===== config.mk =====
export PLATFORM = sky130hd
export DESIGN_NAME = rf_cmd_ctrl
export DESIGN_NICKNAME = d
export VERILOG_FILES = /design/src/rtl/rf_cmd_ctrl.sv
export SDC_FILE = /design/constraint.sdc
export NUM_CORES = 1
export LEC_CHECK = 0
export CAP_MARGIN = 20
export CORE_AREA = 2 2 66 68
export CTS_BUF_LIST = sky130_fd_sc_hd__clkbuf_2
export CTS_CLUSTER_SIZE = 16
export DETAILED_ROUTE_END_ITERATION = 7
export DIE_AREA = 0 0 68 70
export GPL_TIMING_DRIVEN = 0
export MAX_ROUTING_LAYER = met4
export PLACE_DENSITY_LB_ADDON = 0.08
export RECOVER_POWER = 50
export SETUP_SLACK_MARGIN = 0.5
export SLEW_MARGIN = 30
export SYNTH_ARGS = -nofsm -noshare
export SYNTH_HDL_FRONTEND = slang
export SYNTH_SLANG_ARGS = --single-unit

===== constraint.sdc =====
create_clock -name clk -period 2.1 [get_ports clk]
set_clock_uncertainty 0.1 [all_clocks]
set_input_delay 0.21 -clock clk [delete_from_list [all_inputs] [get_ports clk]]
set_output_delay 0.21 -clock clk [all_outputs]
set_load 0.03 [all_outputs]

===== src/rtl/rf_cmd_ctrl.sv =====
// rf_cmd_ctrl: decodes UART command frames into register-file writes and reads.
// Write frame {WR_CMD, addr, data}, read frame {RD_CMD, addr}. Read data is
// pushed as a single byte toward the TX FIFO. An inter-byte timeout aborts
// truncated frames so the controller can never wedge mid-frame.
module rf_cmd_ctrl #(
    parameter int                    DATA_WIDTH = 8,
    parameter int                    ADDR_WIDTH = 4,
    parameter logic [DATA_WIDTH-1:0] WR_CMD     = 8'hAA,
    parameter logic [DATA_WIDTH-1:0] RD_CMD     = 8'hBB,
    parameter int                    TIMEOUT    = 1023
) (
    input  logic                  clk,
    input  logic                  rst,
    input  logic [DATA_WIDTH-1:0] rx_data,
    input  logic                  rx_valid,
    output logic                  rf_wren,
    output logic                  rf_rden,
    output logic [ADDR_WIDTH-1:0] rf_address,
    output logic [DATA_WIDTH-1:0] rf_wrdata,
    input  logic [DATA_WIDTH-1:0] rf_rddata,
    input  logic                  rf_rddata_valid,
    output logic [DATA_WIDTH-1:0] tx_data,
    output logic                  tx_valid,
    input  logic                  tx_full,
    output logic                  busy,
    output logic                  frame_err
);

    localparam int              CW     = $clog2(TIMEOUT + 1);
    localparam logic [CW-1:0]   TO_MAX = CW'(TIMEOUT);

    localparam logic [2:0] S_IDLE    = 3'd0;
    localparam logic [2:0] S_WR_ADDR = 3'd1;
    localparam logic [2:0] S_WR_DATA = 3'd2;
    localparam logic [2:0] S_WR_EXEC = 3'd3;
    localparam logic [2:0] S_RD_ADDR = 3'd4;
    localparam logic [2:0] S_RD_EXEC = 3'd5;
    localparam logic [2:0] S_RD_WAIT = 3'd6;
    localparam logic [2:0] S_TX_PUSH = 3'd7;

    logic [2:0]            state_q, state_d;
    logic [CW-1:0]         cnt_q, cnt_d;
    logic [ADDR_WIDTH-1:0] addr_q, addr_d;
    logic [DATA_WIDTH-1:0] data_q, data_d;
    logic [DATA_WIDTH-1:0] txd_q, txd_d;
    logic                  err_d, tx_vld_d;
    logic                  wren_q, rden_q, tx_vld_q, err_q, busy_q;
    logic                  waiting;
    logic                  addr_ovf;

    // States that wait on the next byte of a frame are the only ones that time out
    assign waiting  = (state_q == S_WR_ADDR) || (state_q == S_WR_DATA) || (state_q == S_RD_ADDR);
    assign addr_ovf = (rx_data[DATA_WIDTH-1:ADDR_WIDTH] != '0);

    // Next-state decode, error detection and inter-byte timeout counter
    always_comb begin
        state_d  = state_q;
        cnt_d    = cnt_q;
        addr_d   = addr_q;
        data_d   = data_q;
        txd_d    = txd_q;
        err_d    = 1'b0;
        tx_vld_d = 1'b0;
        case (state_q)
            S_IDLE: begin
                if (rx_valid) begin
                    if (rx_data == WR_CMD)      state_d = S_WR_ADDR;
                    else if (rx_data == RD_CMD) state_d = S_RD_ADDR;
                    else                        err_d   = 1'b1;
                end
            end
            S_WR_ADDR, S_RD_ADDR: begin
                if (rx_valid) begin
                    addr_d = rx_data[ADDR_WIDTH-1:0];
                    if (addr_ovf) begin
                        err_d   = 1'b1;
                        state_d = S_IDLE;
                    end else begin
                        state_d = (state_q == S_WR_ADDR) ? S_WR_DATA : S_RD_EXEC;
                    end
                end else if (cnt_q == TO_MAX) begin
                    err_d   = 1'b1;
                    state_d = S_IDLE;
                end
            end
            S_WR_DATA: begin
                if (rx_valid) begin
                    data_d  = rx_data;
                    state_d = S_WR_EXEC;
                end else if (cnt_q == TO_MAX) begin
                    err_d   = 1'b1;
                    state_d = S_IDLE;
                end
            end
            S_WR_EXEC: begin
                err_d   = rx_valid;
                state_d = S_IDLE;
            end
            S_RD_EXEC: begin
                err_d   = rx_valid;
                state_d = S_RD_WAIT;
            end
            S_RD_WAIT: begin
                // RF latency is fixed; the valid flag only qualifies this sample
                txd_d = rf_rddata;
                if (rf_rddata_valid) begin
                    err_d   = rx_valid;
                    state_d = S_TX_PUSH;
                end else begin
                    err_d   = 1'b1;
                    state_d = S_IDLE;
                end
            end
            S_TX_PUSH: begin
                // No timeout here: backpressure may last indefinitely
                err_d = rx_valid;
                if (!tx_full) begin
                    tx_vld_d = 1'b1;
                    state_d  = S_IDLE;
                end
            end
            default: state_d = S_IDLE;
        endcase

        if ((state_d != state_q) || rx_valid) cnt_d = '0;
        else if (waiting && (cnt_q != TO_MAX)) cnt_d = cnt_q + 1'b1;
    end

    // State, holding registers and one-cycle strobes, all cleared by reset
    always_ff @(posedge clk or posedge rst) begin
        if (rst) begin
            state_q  <= S_IDLE;
            cnt_q    <= '0;
            addr_q   <= '0;
            data_q   <= '0;
            txd_q    <= '0;
            wren_q   <= 1'b0;
            rden_q   <= 1'b0;
            tx_vld_q <= 1'b0;
            err_q    <= 1'b0;
            busy_q   <= 1'b0;
        end else begin
            state_q  <= state_d;
            cnt_q    <= cnt_d;
            addr_q   <= addr_d;
            data_q   <= data_d;
            txd_q    <= txd_d;
            wren_q   <= (state_d == S_WR_EXEC);
            rden_q   <= (state_d == S_RD_EXEC);
            tx_vld_q <= tx_vld_d;
            err_q    <= err_d;
            busy_q   <= (state_d != S_IDLE);
        end
    end

    assign rf_wren    = wren_q;
    assign rf_rden    = rden_q;
    assign rf_address = addr_q;
    assign rf_wrdata  = data_q;
    assign tx_data    = txd_q;
    assign tx_valid   = tx_vld_q;
    assign busy       = busy_q;
    assign frame_err  = err_q;

endmodule


==> flow_metrics.tcl <==
set metrics [dict create \
    status "finished, final reports clean" \
    grt_pass1_vias 1635 \
    die-area_um2 4760 \
    swShare_pct 41.87 \
    combPwrFrac_pct 54.6 \
    multi_input_comb_area_um2 1105 \
    synth_area_leaders "dfrtp_1 48%, mux2_2 11%, xnor2_1 4.0%" \
    r2r_end "cnt_q[5]" \
    numPortBuffers 45 \
    reg2reg_depth 7 \
    nets 261 \
    fin_tns_setup_ns 0 \
    startpoint "rx_data[6]" \
    post-route-min-period_ns 1.989 \
    seq_power_share_pct 31.6 \
    n_antenna_cell 0 \
    final_cell_mix "35 x dfrtp_1, 26 x dlygate4sd2_1, 20 x mux2_2" \
    power.leakage_nw 1.223 \
    relSlewSlack_pct 4.399 \
    fp.dieH_um 70 \
    r2r_slack_ns 0.14 \
    routed_wl_um 5086 \
    synth_edf_count 0 \
    synth_warnings 0 \
    slowest_stage "clkdlybuf4s50_1" \
    maxSlewViolCount 0 \
    synth-seq-cells 38 \
    pin_count 46 \
    path_cells "clkdlybuf4s50_1 -> nand4bb_1 -> nor4_2 -> o2bb2ai_2 -> o311ai_4 -> buf_12 -> nor3_1" \
    worst-setup-path-type "in2reg" \
    grt_pass1_wl_um 7893 \
    ys_seq_area_share_pct 48.41 \
    start_util_pct 47.40 \
    clkPwrFrac_pct 13.8 \
    synthDistinctLibCells 47 \
    drv_cap 0 \
    placement_rows 24 \
    drtAntennaViolNets 0 \
    syn-num-nets 193 \
    track_usage_pct 22.76 \
    dp_slack_ns -0.4914 \
    avgRoutedWirePerCell_um 17.42 \
    crit_path_max_fanout 10 \
    period_share_pct 94.71 \
    cts_max_level 2 \
    critPathLaunchType "input port" \
    syn_area_um2 1964 \
    cts_root_buf "clkbuf_2" \
    drc_errors 0 \
    numCtsBuffers 5 \
    syn_inst 171 \
    grt-ovfl-total 0 \
    grt_max_degree 39 \
    final_common_cell "dfrtp_1" \
    nFillCells 307 \
    hold_path.class "in2reg" \
    synth_area_per_cell_um2 11.49 \
    internal_power_mw 1.876 \
    endpoint_kind "flop" \
    fin_ws_ns 0.1111 \
    clk_pin_slew_worst_paths_ns 0.20 \
    final_area_um2 2854 \
    dp_hpwl_um 3358 \
    clock_latency_ns 0.37 \
    ys.flop_type "dfrtp_1" \
    endpoint "cnt_q[0]" \
    async_reset_ff_share_pct 100.0 \
    drt_iter0_markers 80 \
    register_area_um2 954.7 \
    clock_sinks 38 \
    vias 1676 \
    fmax_mhz 502.8 \
    syn_to_final_growth_pct 45.29 \
    hold_viol 0 \
    rsz0062_at_grt "true" \
    cts_tree "done" \
    firstDrtPassIters 4 \
    drive_above_1_share_pct 35.00 \
    p_per_area_nw_per_um2 1131 \
    die-width_um 68 \
    cp.arrival_ns 2.17 \
    cp.required_ns 2.28 \
    dpl_cell_area_um2 2489 \
    r2r_start "state_q[0]" \
    cpPeakStageDelay_ns 0.50 \
    yosysTopAreaCell "dfrtp_1" \
    routabilityCongestion 0.8719 \
    clock_path_buffers 2 \
    core_um2 4144 \
    worst_pin_slew_ns 1.432 \
    ir_drop_mv 0.4018 \
    antenna_found_initial 0 \
    yosys.area.top_type_share_pct 48.41 \
    p_switching_mw 1.351 \
    avgViaCountPerCell 5.740 \
    setup_viol 0 \
]
state kept, by name, summed over array words and instances (netlist names), 3 cells and up:
signal      count
cnt_q          10
rf_wrdata       8
tx_data         8
state_q         3
rf_address      4
cell families (layout without fill, tap and decap cells):
group           Yosys count  in the layout  share of synthesized area [%]
compound gates           27             27                          13.06
xor+xnor                 11             11                          4.905
fa+ha+maj                 1              1                         0.6368
buf+inv                  14             83                          3.758
flops                    38             38                          48.41
mux                      22             22                          12.74
simple gates             58             58                          16.50
area by class of cell:
cell class	instances	share of cell area, %
clock inverters	1	1.052
well taps	52	2.280
flip-flops and latches	38	33.45
clock buffers	7	1.228
repair buffers	61	19.95
multi-input cells	119	38.71
inverters	7	0.9206
plain buffers	7	2.411
layer usage:
| metal | vias to the layer above | global-route usage (%) | routed length [um] |
|---|---|---|---|
| met2 | 62 | 37.54 | 2677 |
| met5 | - | - | 0 |
| met4 | 0 | 6.444 | 129 |
| met1 | 820 | 27.91 | 2023 |
| li1 | 777 | - | - |
| met3 | 17 | 4.670 | 256 |
metrics by stage:
stage / util (%) / std cells / total power [mW] / hold WS [ns]
global route: 68.87 / 292 / 3.398 / 0.1301
global placement: 60.05 / 268 / 2.597 / 0.3874
floorplan: - / 171 / 2.074 / 0.1802
detailed placement: 60.05 / 268 / 2.644 / 0.4010
CTS: 65.46 / 283 / 3.160 / 0.1700
finish: 68.87 / 292 / 3.228 / 0.1412
timing repair:
action,CTS,global route
setup endpoints to repair,56,35
gates cloned,1,0
pin swaps,2,3
hold buffers,0,0
buffers inserted,6,9
resized for setup,52,21
worst max-delay path, delay by kind of cell:
family          cells  cell delay, ns
simple gates        3            0.82
buf+inv             2            0.67
compound gates      2            0.47
synthesized netlist by cell type (2+ instances only):
cell type and n:
xnor2_1 9, nor4_1 6, xor2_1 2, inv_1 7, mux2_2 20, nor3_2 2
o21ai_0 6, o311ai_0 2, or3_1 2, a21o_1 2, nand2_1 11, nor3_1 15
buf_6 2, buf_2 2, nand3_1 4, nor2_1 8, nand4_1 3, dfrtp_1 38
clkbuf_1 2
power groups by stage:
stage,combinational [mW],sequential (mW),clock (mW)
after global placement,1.57,1.03,0
final,1.76,1.02,0.446
after global routing,1.86,1.04,0.491
after detailed placement,1.59,1.05,0
after CTS,1.68,1.02,0.460
after floorplan,0.688,1.39,0
worst min-delay path by stage:
stage	from	end	slack, ns	depth (start not counted)
after floorplan	tx_full	tx_valid	0.18	1
after global routing	rx_data[5]	rf_wrdata[5]	0.13	2
final	rx_data[5]	rf_wrdata[5]	0.14	2
after CTS	rst	rf_wrdata[5]	0.17	2
after detailed placement	rf_address[1]	rf_address[1]	0.40	1
after global placement	tx_data[6]	tx_data[6]	0.39	1
Power figures use the tool's default switching activity.
